$ cat src/rtl/spi_to_jpeg_data_if.sv
// Bundle of the SPI ingress strobes, frame buffer write port and encoder
// handshake used between the host side and spi_to_jpeg_data.
interface spi_to_jpeg_data_if #(
    parameter int ADDR_W = 17
);
    logic              spi_sof;
    logic              spi_wr;
    logic [7:0]        spi_wr_data;
    logic              fb_we;
    logic [ADDR_W-1:0] fb_addr;
    logic [7:0]        fb_data;
    logic              je_start;
    logic              je_done;
    logic              busy;
    logic              err;
    logic              err_clr;

    modport master (
        output spi_sof, spi_wr, spi_wr_data, je_done, err_clr,
        input  fb_we, fb_addr, fb_data, je_start, busy, err
    );

    modport slave (
        input  spi_sof, spi_wr, spi_wr_data, je_done, err_clr,
        output fb_we, fb_addr, fb_data, je_start, busy, err
    );
endinterface

$ cat src/rtl/spi_to_jpeg_data.sv
// Writes SPI pixel bytes in raster order into the encoder frame buffer,
// then kicks the encoder and holds off the host until it reports done.
module spi_to_jpeg_data #(
    parameter int WIDTH      = 320,
    parameter int HEIGHT     = 200,
    parameter int BPP        = 2,
    parameter int SWAP_BYTES = 0,
    parameter int ADDR_W     = 17
) (
    input logic               clk,
    input logic               reset,
    spi_to_jpeg_data_if.slave bus
);
    localparam int COL_W = (WIDTH > 1) ? $clog2(WIDTH) : 1;
    localparam int ROW_W = (HEIGHT > 1) ? $clog2(HEIGHT) : 1;
    localparam logic [COL_W-1:0]  COL_LAST   = COL_W'(WIDTH - 1);
    localparam logic [ROW_W-1:0]  ROW_LAST   = ROW_W'(HEIGHT - 1);
    localparam logic              BYTE_LAST  = (BPP == 2);
    localparam logic [ADDR_W-1:0] ROW_STRIDE = ADDR_W'(WIDTH * BPP);
    localparam logic [ADDR_W-1:0] COL_STRIDE = ADDR_W'(BPP);
    localparam logic              DO_SWAP    = (SWAP_BYTES != 0) && (BPP == 2);

    typedef enum logic [1:0] {IDLE, RX, START, BUSY} state_t;

    state_t            state, state_next;
    logic              byte_idx, byte_next, base_byte, eff_idx;
    logic [COL_W-1:0]  col, col_next, base_col;
    logic [ROW_W-1:0]  row, row_next, base_row;
    logic              fb_we_q, fb_we_next;
    logic [ADDR_W-1:0] fb_addr_q, fb_addr_next, addr_calc;
    logic [7:0]        fb_data_q, fb_data_next;
    logic              je_start_q, je_start_next;
    logic              err_q, err_next, err_set;
    logic              sof_take, wr_take;

    always_ff @(posedge clk or posedge reset) begin
        if (reset) begin
            state      <= IDLE;
            byte_idx   <= 1'b0;
            col        <= '0;
            row        <= '0;
            fb_we_q    <= 1'b0;
            fb_addr_q  <= '0;
            fb_data_q  <= '0;
            je_start_q <= 1'b0;
            err_q      <= 1'b0;
        end else begin
            state      <= state_next;
            byte_idx   <= byte_next;
            col        <= col_next;
            row        <= row_next;
            fb_we_q    <= fb_we_next;
            fb_addr_q  <= fb_addr_next;
            fb_data_q  <= fb_data_next;
            je_start_q <= je_start_next;
            err_q      <= err_next;
        end
    end

    // A start-of-frame takes priority and rebases the counters, so a byte
    // arriving in the same cycle is written as byte 0 of the new frame.
    always_comb begin
        state_next    = state;
        byte_next     = byte_idx;
        col_next      = col;
        row_next      = row;
        fb_we_next    = 1'b0;
        fb_addr_next  = fb_addr_q;
        fb_data_next  = fb_data_q;
        je_start_next = (state == START);
        err_set       = 1'b0;

        sof_take  = bus.spi_sof && ((state == IDLE) || (state == RX));
        wr_take   = bus.spi_wr && ((state == RX) || ((state == IDLE) && bus.spi_sof));
        base_byte = sof_take ? 1'b0 : byte_idx;
        base_col  = sof_take ? '0 : col;
        base_row  = sof_take ? '0 : row;
        eff_idx   = DO_SWAP ? ~base_byte : base_byte;
        addr_calc = ADDR_W'(base_row) * ROW_STRIDE + ADDR_W'(base_col) * COL_STRIDE
                  + ADDR_W'(eff_idx);

        case (state)
            IDLE: begin
                if (!bus.spi_sof && bus.spi_wr) err_set = 1'b1;
            end
            RX: begin
                if (bus.spi_sof && ((byte_idx != 1'b0) || (col != '0) || (row != '0)))
                    err_set = 1'b1;
            end
            START: begin
                state_next = BUSY;
                if (bus.spi_sof || bus.spi_wr) err_set = 1'b1;
            end
            BUSY: begin
                if (bus.je_done) state_next = IDLE;
                if (bus.spi_sof || bus.spi_wr) err_set = 1'b1;
            end
            default: state_next = IDLE;
        endcase

        if (sof_take) begin
            state_next = RX;
            byte_next  = 1'b0;
            col_next   = '0;
            row_next   = '0;
        end

        if (wr_take) begin
            fb_we_next   = 1'b1;
            fb_addr_next = addr_calc;
            fb_data_next = bus.spi_wr_data;
            if (base_byte != BYTE_LAST) begin
                byte_next = 1'b1;
            end else begin
                byte_next = 1'b0;
                if (base_col != COL_LAST) begin
                    col_next = base_col + 1'b1;
                end else begin
                    col_next = '0;
                    if (base_row != ROW_LAST) begin
                        row_next = base_row + 1'b1;
                    end else begin
                        row_next   = '0;
                        state_next = START;
                    end
                end
            end
        end

        err_next = err_set ? 1'b1 : (bus.err_clr ? 1'b0 : err_q);
    end

    assign bus.fb_we    = fb_we_q;
    assign bus.fb_addr  = fb_addr_q;
    assign bus.fb_data  = fb_data_q;
    assign bus.je_start = je_start_q;
    assign bus.err      = err_q;
    assign bus.busy     = (state != IDLE);
endmodule

$ cat src/flat_wrapper.sv
// flat-port wrapper written by rule: the top's interface ports become plain ports
module spi_to_jpeg_data_flat 
#(
    parameter int WIDTH      = 320,
    parameter int HEIGHT     = 200,
    parameter int BPP        = 2,
    parameter int SWAP_BYTES = 0,
    parameter int ADDR_W     = 17
)
  (clk, reset, bus_spi_sof, bus_spi_wr, bus_spi_wr_data, bus_je_done, bus_err_clr, bus_fb_we, bus_fb_addr, bus_fb_data, bus_je_start, bus_busy, bus_err);
  spi_to_jpeg_data_if #(.ADDR_W(ADDR_W)) bus_i ();
  input logic clk;
  input logic reset;
  input wire logic [$bits(bus_i.spi_sof)-1:0] bus_spi_sof;
  input wire logic [$bits(bus_i.spi_wr)-1:0] bus_spi_wr;
  input wire logic [$bits(bus_i.spi_wr_data)-1:0] bus_spi_wr_data;
  input wire logic [$bits(bus_i.je_done)-1:0] bus_je_done;
  input wire logic [$bits(bus_i.err_clr)-1:0] bus_err_clr;
  output wire logic [$bits(bus_i.fb_we)-1:0] bus_fb_we;
  output wire logic [$bits(bus_i.fb_addr)-1:0] bus_fb_addr;
  output wire logic [$bits(bus_i.fb_data)-1:0] bus_fb_data;
  output wire logic [$bits(bus_i.je_start)-1:0] bus_je_start;
  output wire logic [$bits(bus_i.busy)-1:0] bus_busy;
  output wire logic [$bits(bus_i.err)-1:0] bus_err;
  assign bus_i.spi_sof = bus_spi_sof;
  assign bus_i.spi_wr = bus_spi_wr;
  assign bus_i.spi_wr_data = bus_spi_wr_data;
  assign bus_i.je_done = bus_je_done;
  assign bus_i.err_clr = bus_err_clr;
  assign bus_fb_we = bus_i.fb_we;
  assign bus_fb_addr = bus_i.fb_addr;
  assign bus_fb_data = bus_i.fb_data;
  assign bus_je_start = bus_i.je_start;
  assign bus_busy = bus_i.busy;
  assign bus_err = bus_i.err;
  spi_to_jpeg_data #(.WIDTH(WIDTH), .HEIGHT(HEIGHT), .BPP(BPP), .SWAP_BYTES(SWAP_BYTES), .ADDR_W(ADDR_W)) u_core (.clk(clk), .reset(reset), .bus(bus_i));
endmodule
$ cat config.mk
export PLATFORM = sky130hd
export DESIGN_NAME = spi_to_jpeg_data_flat
export DESIGN_NICKNAME = d
export VERILOG_FILES = /design/src/rtl/spi_to_jpeg_data_if.sv /design/src/rtl/spi_to_jpeg_data.sv /design/src/flat_wrapper.sv
export SDC_FILE = /design/constraint.sdc
export NUM_CORES = 1
export LEC_CHECK = 0
export ABC_CLOCK_PERIOD_IN_PS = 9000
export BUFFER_PORTS_ARGS = -buffer_cell sky130_fd_sc_hd__buf_2
export CELL_PAD_IN_SITES_DETAIL_PLACEMENT = 0
export CELL_PAD_IN_SITES_GLOBAL_PLACEMENT = 1
export CORE_MARGIN = 1
export CORE_UTILIZATION = 46
export DETAILED_ROUTE_END_ITERATION = 8
export PLACE_DENSITY_LB_ADDON = 0.08
export SLEW_MARGIN = 20
export SYNTH_ARGS = -nofsm -noshare
export SYNTH_HDL_FRONTEND = slang
export SYNTH_SLANG_ARGS = --single-unit
export TNS_END_PERCENT = 5
$ cat constraint.sdc
create_clock -name clk -period 9 [get_ports clk]
set_input_delay 1.35 -clock clk [delete_from_list [all_inputs] [get_ports clk]]
set_output_delay 1.35 -clock clk [all_outputs]
set_load 0.01 [all_outputs]
# After elaboration in Yosys (flattened, before gate mapping)

Index checks and enable logic that the tools add are counted.

Bits in registers: 48
Word-level logic and storage cells: 62
Bits of input ports: 14
Output and inout port bits: 29

Add/sub/neg operators: 4
Eq/ne operators: 5
Reduce and logical (&&, ||, !) cells: 17
Multiplexer cells: 26
Multiply operators: 1

Operators by type and width:

| operator               | number |
|---|---|
| $mux W8                | 5 |
| $mux W9                | 4 |
| $add A17 B1 Y17        | 1 |
| $add A17 B10 Y17       | 1 |
| $mux W2                | 6 |
| $mul A8 B3 Y10 const B | 1 |
| $add A9 B1 Y9 const B  | 1 |
| $mux W1                | 9 |
| $ne A9 B9 Y1 const B   | 1 |
| $reduce_bool A9 Y1     | 1 |
| $add A8 B1 Y8 const B  | 1 |
| $ne A8 B8 Y1 const B   | 1 |
| $reduce_bool A8 Y1     | 1 |
| $logic_and A1 B1 Y1    | 5 |
| $logic_or A1 B1 Y1     | 5 |
| $eq A2 B2 Y1 const B   | 2 |
| $pmux W2 S2            | 1 |
| $reduce_bool A2 Y1     | 2 |
| $pmux W1 S3            | 1 |
| $eq A2 B1 Y1 const B   | 1 |
| $logic_not A2 Y1       | 1 |
| $reduce_or A2 Y1       | 1 |
| $logic_not A1 Y1       | 1 |

# Logic depth before layout (Yosys ltp)

Depth in word-level cells: 9
Depth in mapped cells: 14

# Worst setup path before layout

Ideal clock, no wire load.

Kind: input port to flip-flop
From: input port bus_spi_sof
To: register u_core.fb_addr_q[15], in the netlist u_core.bus.fb_addr[15]
Library setup time: 0.082 ns
Buffers on the path: 3
Setup slack: 4.866 ns
Stages on the path: 14
Arrival time: 4.052 ns
Cell sequence: nand2b_1 > buf_2 > buf_2 > clkbuf_1 > and3_1 > ha_1 > inv_1 > fa_1 > nand2b_1 > a21oi_1 > xnor2_1 > nand2_1 > or4_1 > a31oi_1

Word-level cells in the longest chain between the ends: 5
Elaborated cells between the ends (all ways): 10
Those cells by class: add/sub (2); mul (1); mux (3); reduce/logical (4)

Ends and longest elaborated chain:

| what                   | RTL line               | text |
|---|---|---|
| start: declaration     | flat_wrapper.sv:14     | `input wire logic [$bits(bus_i.spi_sof)-1:0] bus_spi_sof;` |
| $logic_and A1 B1 Y1    | spi_to_jpeg_data.sv:73 | `sof_take = bus.spi_sof && ((state == IDLE) \|\| (state == RX));` |
| $mux W8                | spi_to_jpeg_data.sv:77 | `base_row = sof_take ? '0 : row;` |
| $mul A8 B3 Y10         | spi_to_jpeg_data.sv:79 | `addr_calc = ADDR_W'(base_row) * ROW_STRIDE + ADDR_W'(base_col) * COL_STRIDE` |
| $add A17 B10 Y17       | spi_to_jpeg_data.sv:79 |  |
| $add A17 B1 Y17        | spi_to_jpeg_data.sv:80 | `+ ADDR_W'(eff_idx);` |
| end signal: assignment | spi_to_jpeg_data.sv:53 | `fb_addr_q <= fb_addr_next;` |
| end: declaration       | spi_to_jpeg_data.sv:30 | `logic [ADDR_W-1:0] fb_addr_q, fb_addr_next, addr_calc;` |

Parallel ways exist; a longest one is shown, timed or not.
A chain may end at the register's enable or synchronous reset.

# Worst setup path after layout

Ends and elaborated chain as after synthesis.

==> implementation parameters <==
Parameter                              Value

Outcome
  Status ... finished clean

STA
  Number of endpoints failing setup at the final stage ... 0
  Tightest slew margin relative to the limit ... 44.5%
  Peak clock frequency supported by timing ... 268 MHz
  Share of the cycle needed by the critical path after routing ... 41.4%
  Shortest clock period the worst path allows after layout ... 3.73 ns
  Slew Limit Fails ... 0
  Final count of hold timing violations ... 0
  Unrepaired setup endpoints after global routing ... no
  Setup tns final ... 0 ns
  Setup clock skew after layout ... between 0.006 and 0.007 ns
  Transition time at the pin with the least slew margin ... 0.832 ns

Layout
  Final-layout fill cell count ... 535
  Multi-input combinational cell area ... about 1500 um^2
  Area taken by flip-flops and latches ... ~1200 um^2
  Antenna cells ... 0
  Growth of design area from synthesis to finish ... 13.1%
  Fin util ... ~56%
  Nets@finish ... ~380
  Fraction of layout instances using a drive strength above 1 ... 18.5%
  Area of all placed cells without fillers ... 3140 um^2

Critical path
  Critical path type ... in2reg
  CP Capture Type ... flip-flop
  Worst endpoint data arrival time ... 3.95 ns
  Crit-path max FO ... 32
  Cell with the largest stage delay on the worst path ... sky130_fd_sc_hd__or4_1
  Critical Path, Cell by Cell ... buf_2, nand2b_1, buf_4, and3_1, ha_1, inv_1, fa_1, nand2b_1, a21oi_1, xnor2_1, nand2_1, or4_1, a31oi_1
  Cell repeated most along the worst path ... sky130_fd_sc_hd__nand2b_1
  Req. time, crit path ... 9.22 ns
  Delay of the slowest cell on the worst path ... ~0.47 ns
  Nature of the critical path startpoint ... primary input

Floorplan
  Die height ... between 70 and 80 um
  Placement Rows ... 27
  DIE WIDTH ... 79.6 um
  Die area ... 6340 um^2
  Ports ... 43
  Initial cell density of the core ... about half
  Floorplan Core Area ... between 5000 and 6000 um^2

Logic synthesis
  Nets in the synthesized netlist ... 341
  Mapped Cells ... ~320
  Top area cells in the synthesized netlist ... sky130_fd_sc_hd__dfrtp_1 (43%), sky130_fd_sc_hd__nand2_1 (8.5%), sky130_fd_sc_hd__xnor2_1 (4.1%)
  Register bit count reported by yosys ... 48
  EDFF count, synth ... 0
  Proportion of synthesized chip area in sequential cells ... 43.3%
  Synth top cells by count ... sky130_fd_sc_hd__nand2_1 (63), sky130_fd_sc_hd__dfrtp_1 (48), sky130_fd_sc_hd__nor2_1 (28)
  Post-synth top area cell ... sky130_fd_sc_hd__dfrtp_1
  Share of the synthesized area in the top cell type ... 43.3%
  Average cell area after synthesis ... 8.75 um^2
  Warnings, synthesis ... 0
  Most numerous cell in the Yosys netlist ... sky130_fd_sc_hd__nand2_1
  Share of synthesized flip-flops with an asynchronous set or reset ... 100%
  Main flop type after synthesis ... sky130_fd_sc_hd__dfrtp_1
  Count of distinct cell types in the synthesized netlist ... 48
  Mapped Area ... between 2000 and 3000 um^2

Routing
  Final routed DRC violation total ... 0
  Number of iterations in the first detailed-routing pass ... 4
  First DRT Iteration DRCs ... 73
  Average via count per standard cell ... 5.39
  Final routed wire length divided by cell count ... 14.0 um
  Total number of vias ... 2,284
  Remaining antenna violation count ... 0
  Total detailed-routing wirelength ... approximately 5900 um

Clock tree
  Count of instances resized after the clock tree is built ... 0
  Clock buffers created by TritonCTS ... 5
  Max Buffers Root-to-Sink ... 2
  Clock root cell ... sky130_fd_sc_hd__clkbuf_8
  Total number of H-tree levels ... 2
  TritonCTS clock tree ... done
  Post-CTS Setup Inserts ... 0
  Cts hold-fix bufs ... 0
  Source-to-sink clock delay at the later pin of the worst-skew pair ... 0.31 ns
  Clock transition at the register clock pins on the worst setup and hold paths after CTS ... 0.09 ns
  TritonCTS sink count ... 48

Power and ir drop
  Net switching share of the total power ... 24.3%
  Tot Pwr ... 0.432 mW
  Combinational group share of total power ... 8.9%
  Power dissipated by switching net loads ... between 0.1 and 0.15 mW
  Power density relative to cell area ... ~140 nW/um^2
  Internal ... 0.327 mW
  Relative contribution of the clock network to total power ... 38.6%
  Sequential fraction of design power ... a little over half
  Standby leakage power ... 1.57 nW
  Largest vdd supply drop ... 0.0747 mV

Global routing
  Maximum number of pins on one net before global-route repair ... between 40 and 50
  Global-route wire length before repair ... 10,100 um
  Vias in the first global route ... 2,119
  Initial antenna violation count ... 0
  All-Layer GR Usage ... 20.5%
  Remaining global-route overflow ... 0

Job
  Max-Cap Viols ... 0

Place
  Final estimated routing congestion in global placement ... about 0.83
  Port Buffers ... 42
  Dpl cell area ... 3010 um^2
  Dpl hpwl ... 4150 um

Worst hold path
  Class of the tightest hold or removal check ... reg2reg
state kept, by name, indices dropped and copies added (netlist names):
name	cells
u_core.bus.fb_addr	17
u_core.col	9
u_core.bus.fb_data	8
u_core.row	8
u_core.state	2
u_core.bus.err	1
u_core.bus.fb_we	1
u_core.bus.je_start	1
u_core.byte_idx	1
layout by cell type, fill, tap and decap left out, types with 4 or more instances in the layout:
cell type / netlist / layout
sky130_fd_sc_hd__nor3_1: 9 / 9
sky130_fd_sc_hd__dfrtp_1: 48 / 48
sky130_fd_sc_hd__xor2_1: 12 / 12
sky130_fd_sc_hd__nand3_1: 13 / 13
sky130_fd_sc_hd__inv_1: 10 / 9
sky130_fd_sc_hd__buf_2: 6 / 42
sky130_fd_sc_hd__ha_1: 9 / 9
sky130_fd_sc_hd__nor4_1: 5 / 5
sky130_fd_sc_hd__a21oi_1: 9 / 9
sky130_fd_sc_hd__o21ai_0: 11 / 11
sky130_fd_sc_hd__clkbuf_8: 0 / 6
sky130_fd_sc_hd__nor2_1: 28 / 28
sky130_fd_sc_hd__nand4_1: 5 / 5
sky130_fd_sc_hd__and2_1: 5 / 5
sky130_fd_sc_hd__nand2_1: 63 / 63
sky130_fd_sc_hd__and3_1: 11 / 11
sky130_fd_sc_hd__xnor2_1: 13 / 13
sky130_fd_sc_hd__a31oi_1: 4 / 4
worst max-delay path, delay by kind of cell:
kind            cells  cell delay [ns]
fa+ha+maj           2             0.55
simple gates        5             1.02
compound gates      2             0.33
buf+inv             3             0.49
xor+xnor            1             0.19
layout make-up:
cell class,instances,share of cell area (%)
well taps,72,2.87
multi-input cells,242,46.5
clock buffers,6,2.63
flip-flops and latches,48,38.3
inverters,10,1.24
clock inverters,2,1.24
repair buffers,44,7.18
path summary, 6_finish.rpt:
path | start | endpoint | slack [ns] | depth (start not counted)
setup reg to reg | u_core.state[1]$_DFF_PP0_ | u_core.bus.fb_addr[15]$_DFFE_PP0P_ | 5.90 | 12
max in group asynchronous | reset | u_core.row[1]$_DFF_PP0_ | 7.33 | 2
min in group asynchronous | reset | u_core.bus.fb_data[5]$_DFFE_PP0P_ | 1.17 | 2
hold / removal | u_core.bus.fb_addr[6]$_DFFE_PP0P_ | u_core.bus.fb_addr[6]$_DFFE_PP0P_ | 0.47 | 2
setup / recovery | bus_spi_sof | u_core.bus.fb_addr[15]$_DFFE_PP0P_ | 5.27 | 13
hold reg to reg | u_core.bus.fb_addr[6]$_DFFE_PP0P_ | u_core.bus.fb_addr[6]$_DFFE_PP0P_ | 0.47 | 2
kinds of logic (layout without fill, tap and decap cells):
logic type,Yosys count,after routing,synth area share (%)
muxes,3,3,1.17
and+or+nand+nor,158,158,27.2
adders and majority gates,11,11,5.14
buffers and inverters,27,62,4.06
xor gates and xnor gates,25,25,7.90
DFF,48,48,43.3
AOI/OAI and AO/OA,45,45,11.2
per-stage QoR:
stage	worst slack, ns	hold WS (ns)	instances
6_report	5.27	0.467	424
5_1_grt	5.10	0.478	424
4_1_cts	5.26	0.472	424
3_5_place_dp	4.95	0.450	416
3_3_place_gp	5.01	0.445	416
2_1_floorplan	4.87	0.480	317
layer usage:
metal | wire length, um | vias to the layer above | global-route usage, %
met5 | 0 | - | 0
met3 | 257 | 10 | 3.89
met4 | 120 | 0 | 8.18
li1 | - | 1162 | -
met1 | 2830 | 1049 | 27.7
met2 | 2710 | 63 | 32.4
power groups by stage:
stage	Combinational [mW]	Clock (mW)	Sequential, mW
finish	0.0384	0.167	0.227
detailed placement	0.0392	0	0.231
global route	0.0439	0.177	0.228
CTS	0.0393	0.171	0.226
global placement	0.0389	0	0.231
floorplan	0.0212	0	0.233
Power figures use the tool's default switching activity.
